$ cat config.mk
export PLATFORM = sky130hd
export DESIGN_NAME = pipe_fetch_queue
export DESIGN_NICKNAME = d
export VERILOG_FILES = /design/src/rtl/pipe_fetch_queue_pkg.sv /design/src/rtl/fetch_slot_ram.sv /design/src/rtl/pipe_fetch_queue.sv
export SDC_FILE = /design/constraint.sdc
export NUM_CORES = 1
export LEC_CHECK = 0
export ABC_AREA = 1
export CAP_MARGIN = 10
export CELL_PAD_IN_SITES_DETAIL_PLACEMENT = 0
export CELL_PAD_IN_SITES_GLOBAL_PLACEMENT = 1
export CORE_ASPECT_RATIO = 2
export CORE_MARGIN = 2
export CORE_UTILIZATION = 35
export CTS_BUF_LIST = sky130_fd_sc_hd__clkbuf_16
export CTS_CLUSTER_DIAMETER = 60
export CTS_CLUSTER_SIZE = 25
export DETAILED_ROUTE_END_ITERATION = 12
export GPL_ROUTABILITY_DRIVEN = 1
export HOLD_SLACK_MARGIN = 0.15
export PLACE_DENSITY_LB_ADDON = 0.1
export SLEW_MARGIN = 30
export SYNTH_ARGS = -nofsm -noshare
export SYNTH_HDL_FRONTEND = slang
export SYNTH_SLANG_ARGS = --single-unit
$ cat constraint.sdc
create_clock -name clk -period 6.4 [get_ports clk]
set_input_delay 1.28 -clock clk [delete_from_list [all_inputs] [get_ports clk]]
set_output_delay 1.28 -clock clk [all_outputs]
set_load 0.05 [all_outputs]
$ cat src/rtl/pipe_fetch_queue_pkg.sv
// Shared definitions for the instruction-fetch stage of the pipelined CPU.
// Holds the datapath width, the PC increment and the queue slot layout.
package pipe_fetch_queue_pkg;

    localparam int unsigned INST_W = 32;
    localparam logic [INST_W-1:0] PC_INC = 32'd4;

    typedef struct packed {
        logic [INST_W-1:0] pc4;
        logic [INST_W-1:0] inst;
    } fetch_entry_t;

endpackage

$ cat src/rtl/fetch_slot_ram.sv
// DEPTH-entry slot storage for the fetch queue: pc4 is written at issue time,
// inst when the matching response returns; one asynchronous read port.
module fetch_slot_ram
    import pipe_fetch_queue_pkg::*;
#(
    parameter int unsigned DEPTH = 4,
    parameter int unsigned PTRW  = $clog2(DEPTH)
) (
    input  logic              clk,
    input  logic              pc4_we,
    input  logic [PTRW-1:0]   pc4_waddr,
    input  logic [INST_W-1:0] pc4_wdata,
    input  logic              inst_we,
    input  logic [PTRW-1:0]   inst_waddr,
    input  logic [INST_W-1:0] inst_wdata,
    input  logic [PTRW-1:0]   raddr,
    output fetch_entry_t      rdata
);

    fetch_entry_t slots [DEPTH];

    // Payload only; slot validity lives in the control logic, so no reset here.
    always_ff @(posedge clk) begin
        if (pc4_we) begin
            slots[pc4_waddr].pc4 <= pc4_wdata;
        end
        if (inst_we) begin
            slots[inst_waddr].inst <= inst_wdata;
        end
    end

    assign rdata = slots[raddr];

endmodule

$ cat src/rtl/pipe_fetch_queue.sv
// Instruction-fetch stage: issues in-order imem requests at pc, buffers the
// responses with their pc+4 and hands them to ID over valid/ready.
module pipe_fetch_queue
    import pipe_fetch_queue_pkg::*;
#(
    parameter int unsigned DEPTH = 4,
    parameter int unsigned PTRW  = $clog2(DEPTH)
) (
    input  logic              clk,
    input  logic              clrn,
    input  logic [INST_W-1:0] pc,
    output logic              wpc,
    output logic              imem_req,
    output logic [INST_W-1:0] imem_addr,
    input  logic              imem_gnt,
    input  logic              imem_rvalid,
    input  logic [INST_W-1:0] imem_rdata,
    input  logic              flush,
    output logic              id_valid,
    input  logic              id_ready,
    output logic [INST_W-1:0] id_inst,
    output logic [INST_W-1:0] id_pc4
);

    localparam int unsigned CW = PTRW + 1;
    localparam logic [CW:0] OCC_MAX = (CW+1)'(DEPTH);

    logic [PTRW-1:0]  iss_ptr, rd_ptr, rsp_ptr;
    logic [PTRW-1:0]  iss_ptr_nx, rd_ptr_nx, rsp_ptr_nx;
    logic [CW-1:0]    live_cnt, drop_cnt, out_cnt;
    logic [CW-1:0]    live_cnt_nx, drop_cnt_nx, out_cnt_nx;
    logic [DEPTH-1:0] filled, filled_nx;

    logic [CW:0]      occ;
    logic             credit;
    logic             issue;
    logic             pop;
    logic             rsp_ok;
    logic             rsp_drop;
    logic             rsp_fill;
    fetch_entry_t     head;

    assign occ    = {1'b0, live_cnt} + {1'b0, drop_cnt};
    assign credit = (occ < OCC_MAX);

    assign imem_req  = clrn & credit & ~flush;
    assign issue     = imem_req & imem_gnt;
    assign wpc       = issue;
    assign imem_addr = pc;

    // A response with nothing outstanding is a protocol error and is ignored.
    assign rsp_ok   = imem_rvalid & (out_cnt != '0);
    assign rsp_drop = rsp_ok & (drop_cnt != '0);
    assign rsp_fill = rsp_ok & (drop_cnt == '0) & ~flush;

    assign id_valid = ~flush & filled[rd_ptr] & (live_cnt != '0);
    assign pop      = id_valid & id_ready;
    assign id_inst  = head.inst;
    assign id_pc4   = head.pc4;

    always_comb begin
        iss_ptr_nx  = iss_ptr;
        rd_ptr_nx   = rd_ptr;
        rsp_ptr_nx  = rsp_ptr;
        filled_nx   = filled;
        live_cnt_nx = live_cnt;
        drop_cnt_nx = drop_cnt;
        out_cnt_nx  = out_cnt + CW'(issue) - CW'(rsp_ok);

        if (flush) begin
            // Every request still outstanding after this cycle's response
            // belongs to the old stream, so the drop count is out_cnt_nx.
            drop_cnt_nx = out_cnt_nx;
            live_cnt_nx = '0;
            rd_ptr_nx   = iss_ptr;
            rsp_ptr_nx  = iss_ptr;
            filled_nx   = '0;
        end else begin
            live_cnt_nx = live_cnt + CW'(issue) - CW'(pop);
            drop_cnt_nx = drop_cnt - CW'(rsp_drop);
            if (issue) begin
                iss_ptr_nx         = iss_ptr + PTRW'(1);
                filled_nx[iss_ptr] = 1'b0;
            end
            if (rsp_fill) begin
                rsp_ptr_nx         = rsp_ptr + PTRW'(1);
                filled_nx[rsp_ptr] = 1'b1;
            end
            if (pop) begin
                rd_ptr_nx         = rd_ptr + PTRW'(1);
                filled_nx[rd_ptr] = 1'b0;
            end
        end
    end

    always_ff @(posedge clk or negedge clrn) begin
        if (!clrn) begin
            iss_ptr  <= '0;
            rd_ptr   <= '0;
            rsp_ptr  <= '0;
            filled   <= '0;
            live_cnt <= '0;
            drop_cnt <= '0;
            out_cnt  <= '0;
        end else begin
            iss_ptr  <= iss_ptr_nx;
            rd_ptr   <= rd_ptr_nx;
            rsp_ptr  <= rsp_ptr_nx;
            filled   <= filled_nx;
            live_cnt <= live_cnt_nx;
            drop_cnt <= drop_cnt_nx;
            out_cnt  <= out_cnt_nx;
        end
    end

    fetch_slot_ram #(
        .DEPTH (DEPTH),
        .PTRW  (PTRW)
    ) u_slots (
        .clk        (clk),
        .pc4_we     (issue),
        .pc4_waddr  (iss_ptr),
        .pc4_wdata  (pc + PC_INC),
        .inst_we    (rsp_fill),
        .inst_waddr (rsp_ptr),
        .inst_wdata (imem_rdata),
        .raddr      (rd_ptr),
        .rdata      (head)
    );

    a_rvalid_outstanding: assert property (
        @(posedge clk) disable iff (!clrn) imem_rvalid |-> (out_cnt != '0));

    a_occ_bound: assert property (
        @(posedge clk) disable iff (!clrn) occ <= OCC_MAX);

endmodule

## Word level (Yosys, flattened, before mapping)

Memory sizes are Yosys's and may differ from the RTL's.
Cells that the tools add are included.

| storage, ports and cells | value |
|---|---|
| flip-flop bits (word level) | 19 |
| RAM bits | 256 |
| bits of input ports | 70 |
| output and inout bits | 99 |
| logic and storage cells | 75 |
| memories | 1 |

Memory list:

| name | depth | width | rd ports | clocked after Yosys merged registers in | write ports | RTL line | source |
|---|---|---|---|---|---|---|---|
| u_slots.slots | 4 | 64 | 1 | 0 | 2 | fetch_slot_ram.sv:20 | `fetch_entry_t slots [DEPTH];` |

| operators by class | value |
|---|---|
| add/subtract/negate cells | 10 |
| $lt $le $gt $ge | 7 |
| muxes and demuxes | 24 |
| bitwise logic cells | 16 |
| reduce and logical (&&, ||, !) cells | 10 |

Operator list:

| operator | number |
|---|---|
| $add 32x3->32 const B | 1 |
| $mux 4 | 6 |
| $and 1x1->1 | 10 |
| $lt 2x3->1 const B | 3 |
| $reduce_bool 3->1 | 3 |
| $sub 3x1->3 | 3 |
| $and 4x4->4 | 2 |
| $mux 1 | 8 |
| $mux 2 | 4 |
| $not 4->4 | 2 |
| $add 2x1->2 const B | 3 |
| $add 3x1->3 | 2 |
| $demux 1 s2 | 3 |
| $ge 2x1->1 const B | 3 |
| $mux 3 | 2 |
| $add 3x3->4 | 1 |
| $lt 4x3->1 const B | 1 |
| $or 4x4->4 | 1 |
| $reduce_bool 2->1 | 2 |
| $logic_and 1x1->1 | 3 |
| $logic_not 3->1 | 1 |
| $bmux 1 s2 | 1 |
| $reduce_and 2->1 | 1 |
| $not 1->1 | 1 |

## Longest topological paths before layout

Gate-level depths: netlist (run 1).

| logic depth | value |
|---|---|
| depth in word-level cells | 14 |
| gate-level depth with buffers | 14 |
| mapped depth without buffers | 13 |

## Hierarchy

A second synthesis (run 1) with hierarchy kept.

| unflattened totals | value |
|---|---|
| cell total of the unflattened synthesis | 1346 |
| area total of the unflattened synthesis | 13155.1 sq um |

Modules (own cells, without submodules):

| module | times used | cells each | area each (sq um) | seq. area each (sq um) |
|---|---|---|---|---|
| fetch_slot_ram | 1 | 1017 | 10792.9 | 7687.4 |
| pipe_fetch_queue | 1 | 329 | 2362.3 | 475.5 |

## Worst setup path after synthesis (run 1)

OpenSTA, ideal clock, no wires.

| timing path | value |
|---|---|
| path kind | input to output |
| start | input flush |
| end | output wpc |
| data arrival time | 2558 ps |
| data required time | 5120 ps |
| slack | 2562 ps |
| stages | 6 |
| path buffers | 1 |
| cells stage by stage | buf_2 -> nor2_1 -> nand2_1 -> nor2_2 -> nand2_1 -> clkinv_1 |

| between the ends | value |
|---|---|
| cells in the longest elaborated chain, start to end | 3 |

Ends and longest elaborated chain:

| item | RTL line | source |
|---|---|---|
| from (decl) | pipe_fetch_queue.sv:18 | `input logic flush,` |
| $not 1->1 (no source line) | n/a |  |
| $and 1x1->1 | pipe_fetch_queue.sv:46 | `assign imem_req = clrn & credit & ~flush;` |
| via imem_req | pipe_fetch_queue.sv:13 | `output logic imem_req,` |
| $and 1x1->1 | pipe_fetch_queue.sv:47 | `assign issue = imem_req & imem_gnt;` |
| to (decl) | pipe_fetch_queue.sv:12 | `output logic wpc,` |

The timed path passes the listed nets, and every way through them passes these cells.

## Worst setup path after layout (run 1)

| timing path | value |
|---|---|
| start | register rd_ptr[0] |
| end | output id_pc4[29] |

| between the ends | value |
|---|---|
| cells in the longest elaborated chain, start to end | 1 |

Ends and longest elaborated chain:

| item | RTL line | source |
|---|---|---|
| from (decl) | pipe_fetch_queue.sv:28 | `logic [PTRW-1:0] iss_ptr, rd_ptr, rsp_ptr;` |
| from (signal assigned) | pipe_fetch_queue.sv:107 | `rd_ptr <= rd_ptr_nx;` |
| $mem_v2 4x64 | n/a |  |
| to (decl) | pipe_fetch_queue.sv:22 | `output logic [INST_W-1:0] id_pc4` |

No other way between the ends.

==> metrics, run 1 <==
fmax=207 MHz; critical path launch point type=flip-flop; clk_lat worst skew=0.49 ns; final core occ=42.3%; P_leak=4.90 nW; pin count of the biggest net entering global routing=83; Post-Synthesis Cell Area=11800 um2; number of CTS-inserted buffers=15; global-route wire length before repair=44900 um; area leader, netlist=edfxtp_1; Final ANT Viol Nets=0; R2R Path End=live_cnt[2]; min-delay worst type=reg2reg; CP peak stage delay=0.86 ns; fin crit period=4.83 ns; overall routing resource usage=16.7%; drc violations=0; final worst slack=1.57 ns; initial DRC count=391; cell area after layout=14100 um2; Total Wirelength=29300 um; switching power share of the total=39.9%; Post-CTS Setup Bufs=0; Slew Limit Fails=0; register area share after synthesis=69.1%; Crit Path Max Fanout=77; Worst-path clk slew=0.10 ns; number of port buffers=168; Post-CTS Hold Fix Bufs=0; DIE WIDTH=134 um; vias in the first global route=7928; Die Y=264 um; GR Overflow Total=0; Fin. Hold Viols=0; unrepaired setup endpoints after global routing=no; Row Count=95; top cell type's share of synthesized area=65.1%; final setup fails=0; area grow syn2layout=19.6%; part of the cycle the worst path needs=75.5%; switching pwr=0.00209 W; share of cells above drive strength 1=4.80%; DP HPWL=19200 um; count of unique library cells instantiated by Yosys=30; r2r setup slk=2.88 ns; MaxCap Viol Count=0; Comb power frac=40.3%; CORE AREA=33400 um2; worst-margin pin slew=0.853 ns; Pwr Density=371 nW/um2; Setup TNS=0 ns; vias per cell=4.91; initial antenna violation count=1; Worst Hold Depth=1; worst path bufs/invs=3; Reg power frac=41.1%; status=finished, final reports clean; Pre-antenna DRT Iters=6; HP Start=out_cnt[1]; Resized cells post-CTS=0; GPL Wtd Cong=0.905; RR Startpoint=rd_ptr[0]; Yosys reg bits=275; DP Area=13700 um2; H-tree depth=1; Worst Path Arrival=3.55 ns; internal power=0.00315 W; routed len/inst=19.0 um; CTS tree=built; syn avg cell area=12.1 um2; WS Path Type=reg2out; reg2reg path depth=14; clk root buf=clkbuf_16; Worst Setup End Kind=primary output; Cell Chain, Critical Path=inv_4, buf_12, o21ai_0, o22ai_1, clkdlybuf4s50_1; relative slew slack=43.1%; NumNets Final=1194; crit-path leading delay family=buffers and inverters; crit path max-delay cell type=clkdlybuf4s50_1; Tot Pwr=0.00525 W; final setup skew=0.0163 ns; VDD IR max=0.000147 V; vias post-DR=7561; clock share of power=18.6%; clk buf depth=3; Syn Nets=1073; hold endpoint=out_cnt[2]; die area=35300 um2; pre-CTS setup slack=1.57 ns; Yosys warning count=0; I/O pin count=169; clock sink count=275; Syn Inst Count=980; Initial Utilization=35.4%; WP data required=5.12 ns; ANT cells=0; Synth area leaders=edfxtp_1, nor2_1, o21ai_0
==> state kept, by name, indices dropped and copies added, names as in the netlist <==
| signal | count |
|---|---|
| filled | 4 |
| drop_cnt | 3 |
| rd_ptr | 2 |
| rsp_ptr | 2 |
| iss_ptr | 2 |
| live_cnt | 3 |
| out_cnt | 3 |
| u_slots.slots | 256 |
==> Yosys cell counts <==
library cell,instances
nor2_1,166
o22ai_1,64
clkinv_1,1
clkbuf_1,27
nor3_4,2
buf_4,33
xnor2_1,8
nand3_1,19
buf_2,15
inv_1,58
nand3_2,3
edfxtp_1,256
ha_1,21
fa_1,2
nor2_2,3
o21ai_0,109
a21oi_1,2
and2_1,1
nor3_2,2
inv_2,1
dfrtp_1,19
nand4_1,11
nand2_1,92
nor3_1,7
o21ai_1,25
nand3b_1,8
nand2_2,5
a21boi_2,1
buf_6,2
xor2_1,17
==> through the flow <==
stage / instances / hold slack [ns]
4_1_cts: 1540 / 0.578
3_3_place_gp: 1520 / 0.545
6_report: 1540 / 0.565
3_5_place_dp: 1520 / 0.556
2_1_floorplan: 980 / 0.502
5_1_grt: 1540 / 0.597
==> cell type report <==
type                            instances  area (um2)
Sequential cell                       275        8170
Fill cell                            3220       19300
Clock buffer                           15         375
Tap cell                              436         546
Multi-Input combinational cell        568        2980
Clock inverter                          5        36.3
Inverter                               60         230
Timing Repair Buffer                  181        1790
==> cell families (layout without fill, tap and decap cells) <==
kind of cell,after synthesis,after routing,share of synthesized area (%)
simple gates,319,319,11.6
flops,275,275,69.1
compound gates,201,201,9.24
buf+inv,137,261,5.69
xor+xnor,25,25,1.85
fa+ha+maj,23,23,2.56
==> how the worst max path moves through the flow <==
| stage | slack, ns | start | endpoint | depth (start not counted) |
|---|---|---|---|---|
| floorplan | 2.56 | flush | wpc | 6 |
| global placement | 1.58 | flush | wpc | 7 |
| detailed placement | 1.57 | flush | id_valid | 4 |
| CTS | 1.42 | rd_ptr[0] | id_pc4[29] | 5 |
| global route | 1.33 | rd_ptr[0] | id_inst[20] | 4 |
| finish | 1.57 | rd_ptr[0] | id_pc4[29] | 5 |
==> cell usage in the layout, fill, tap and decap left out, drive strengths merged, types with 19 or more instances in the layout <==
cell / synthesis / final
ha: 21 / 21
nor2: 169 / 169
dfrtp: 19 / 19
nand2: 97 / 97
nand3: 22 / 22
inv: 59 / 60
edfxtp: 256 / 256
clkdlybuf4s50: 0 / 168
o22ai: 64 / 64
o21ai: 134 / 134
==> power by group through the flow <==
stage | combinational, W | sequential [W] | clock (W)
after floorplan | 0.00144 | 0.00216 | 0
after global placement | 0.00216 | 0.00220 | 0
after detailed placement | 0.00216 | 0.00220 | 0
after CTS | 0.00217 | 0.00216 | 0.00101
after global routing | 0.00228 | 0.00217 | 0.00107
final | 0.00211 | 0.00216 | 0.000977
==> per-layer routing <==
metal / wire length, um / vias to the layer above / global-route usage, %
met5: 10 / - / 0
met4: 1070 / 2 / 6.67
met3: 1100 / 45 / 2.26
met2: 16500 / 165 / 33.0
met1: 10600 / 3680 / 17.1
li1: - / 3669 / -
Note: power is estimated with default switching activity, not from simulation.
==> inputs of run 2 (changes only) <==
==> constraint.sdc (replaced) <==
create_clock -name clk -period 4.8 [get_ports clk]
set_input_delay 0.96 -clock clk [delete_from_list [all_inputs] [get_ports clk]]
set_output_delay 0.96 -clock clk [all_outputs]
set_load 0.05 [all_outputs]
==> metrics, run 2 (same netlist as run 1, synthesis figures left out) <==
die area=35300 um2 (unchanged); global-route wire length before repair=44000 um (-2.1%); cell area after layout=14200 um2 (+0.33%); clock sink count=275 (unchanged); DIE WIDTH=134 um (unchanged); Worst Setup End Kind=primary output; worst-margin pin slew=0.849 ns (-0.00427 ns); min-delay worst type=reg2reg; critical path launch point type=flip-flop; hold endpoint=rsp_ptr[1]; GR Overflow Total=0 (unchanged); number of port buffers=168 (unchanged); ANT cells=0 (unchanged); Slew Limit Fails=0 (unchanged); final setup fails=0 (unchanged); Fin. Hold Viols=0 (unchanged); MaxCap Viol Count=0 (unchanged); Post-Layout Cell Count=1544 (+0.26%); Largest Register=u_slots.slots; Resized cells post-CTS=0 (unchanged); biggest regs=u_slots.slots x256, filled x4; final setup skew=0.0263 ns (+0.0100 ns); reg2reg path depth=12 (-2); Setup TNS=0 ns (unchanged); CORE AREA=33400 um2 (unchanged); vias in the first global route=7644 (-3.6%); relative slew slack=43.4% (+0.28 points); Pwr Density=495 nW/um2 (+33%); vias post-DR=7591 (+0.40%); pin count of the biggest net entering global routing=81 (-2.4%); WP data required=3.84 ns (-1.28 ns); Total Wirelength=29200 um (-0.25%); commonest non-fill, non-tap cell in the layout=edfxtp_1; HP Start=rsp_ptr[1]; Final ANT Viol Nets=0 (unchanged); routed len/inst=18.9 um (-0.51%); fmax=251 MHz; CTS tree=built; WS Path Type=reg2out; DP HPWL=19000 um (-1.1%); Crit Path Max Fanout=80 (+3.9%); overall routing resource usage=16.4% (-0.30 points); Worst Hold Depth=2 (+1); status=finished, final reports clean; r2r setup slk=2.00 ns (-0.88 ns); I/O pin count=169 (unchanged); Tot Pwr=0.00702 W (+34%); NumNets Final=1198 (+0.34%); Inst Count DP=1524 (+0.26%); Worst-path clk slew=0.10 ns (about the same); Largest register FFs=256 (unchanged); clk_lat worst skew=0.49 ns (about the same); Post-CTS Hold Fix Bufs=0 (unchanged); Initial Utilization=35.4% (unchanged); Worst Path Arrival=3.03 ns (-0.52 ns); vias per cell=4.92 (+0.14%); initial antenna violation count=1 (unchanged); number of CTS-inserted buffers=15 (unchanged); most frequent cells in the layout=edfxtp_1, clkdlybuf4s50_1, nor2_1; Pre-antenna DRT Iters=4 (-2); Post-CTS Setup Bufs=0 (unchanged); share of cells above drive strength 1=4.87% (+0.073 points); drc violations=0 (unchanged); area grow syn2layout=20.0%; Die Y=264 um (unchanged); fin crit period=3.99 ns; R2R Path End=live_cnt[2]; Row Count=95 (unchanged); H-tree depth=1 (unchanged); FILL cells=3153 (-2.1%); GPL Wtd Cong=0.859 (-5.1%); unrepaired setup endpoints after global routing=no; clk buf depth=3 (unchanged); VDD IR max=0.000227 V (+55%); P_leak=4.94 nW (+0.84%); RR Startpoint=rd_ptr[1]; clk root buf=clkbuf_16; part of the cycle the worst path needs=83.1%; DP Area=13800 um2 (+0.28%); initial DRC count=405 (+3.6%)
run 2: worst max-delay path: stages (launching register included):
cell and delay [ns]:
dfrtp_4 0.45, buf_4 0.61, o21ai_0 0.20, o22ai_1 0.32
clkdlybuf4s50_1 0.87
run 2: area by class of cell:
type / count / area [um2] / area share, %
inverters: 60 / 228 / 1.61
flip-flops and latches: 275 / 8170 / 57.6
clock buffers: 15 / 375 / 2.65
multi-input cells: 568 / 2980 / 21.0
well taps: 436 / 546 / 3.85
repair buffers: 185 / 1830 / 12.9
clock inverters: 5 / 45.0 / 0.318
run 2: metrics by stage:
stage / util [%] / setup WS [ns] / hold WS, ns
finish: 42.4 / 0.812 / 0.567
CTS: 42.4 / 0.737 / 0.573
global placement: 41.2 / 0.894 / 0.548
detailed placement: 41.2 / 0.878 / 0.548
global route: 42.4 / 0.624 / 0.580
floorplan: - / 1.43 / 0.502
run 2: metal layers:
layer	routed length, um	global-route usage, %	vias up
li1	-	-	3670
met2	16700	33.2	156
met1	10600	16.5	3728
met3	1120	2.42	35
met4	864	5.29	2
met5	13	0	-
run 2: worst max path at each step:
| stage | slack, ns | end | depth (start not counted) | startpoint |
|---|---|---|---|---|
| after CTS | 0.74 | id_inst[28] | 4 | rd_ptr[0] |
| final | 0.81 | id_inst[29] | 4 | rd_ptr[0] |
| after floorplan | 1.43 | drop_cnt[2] | 13 | flush |
| after global routing | 0.62 | id_pc4[13] | 4 | rd_ptr[0] |
| after global placement | 0.89 | id_valid | 5 | flush |
| after detailed placement | 0.88 | id_valid | 5 | flush |
run 2: report_power, final:
group | internal [W] | switching (W) | leakage (nW) | total, W
registers | 0.00277 | 0.0000720 | 2.54 | 0.00284
clock network | 0.000580 | 0.000719 | 0.214 | 0.00130
logic | 0.000869 | 0.00200 | 2.18 | 0.00287
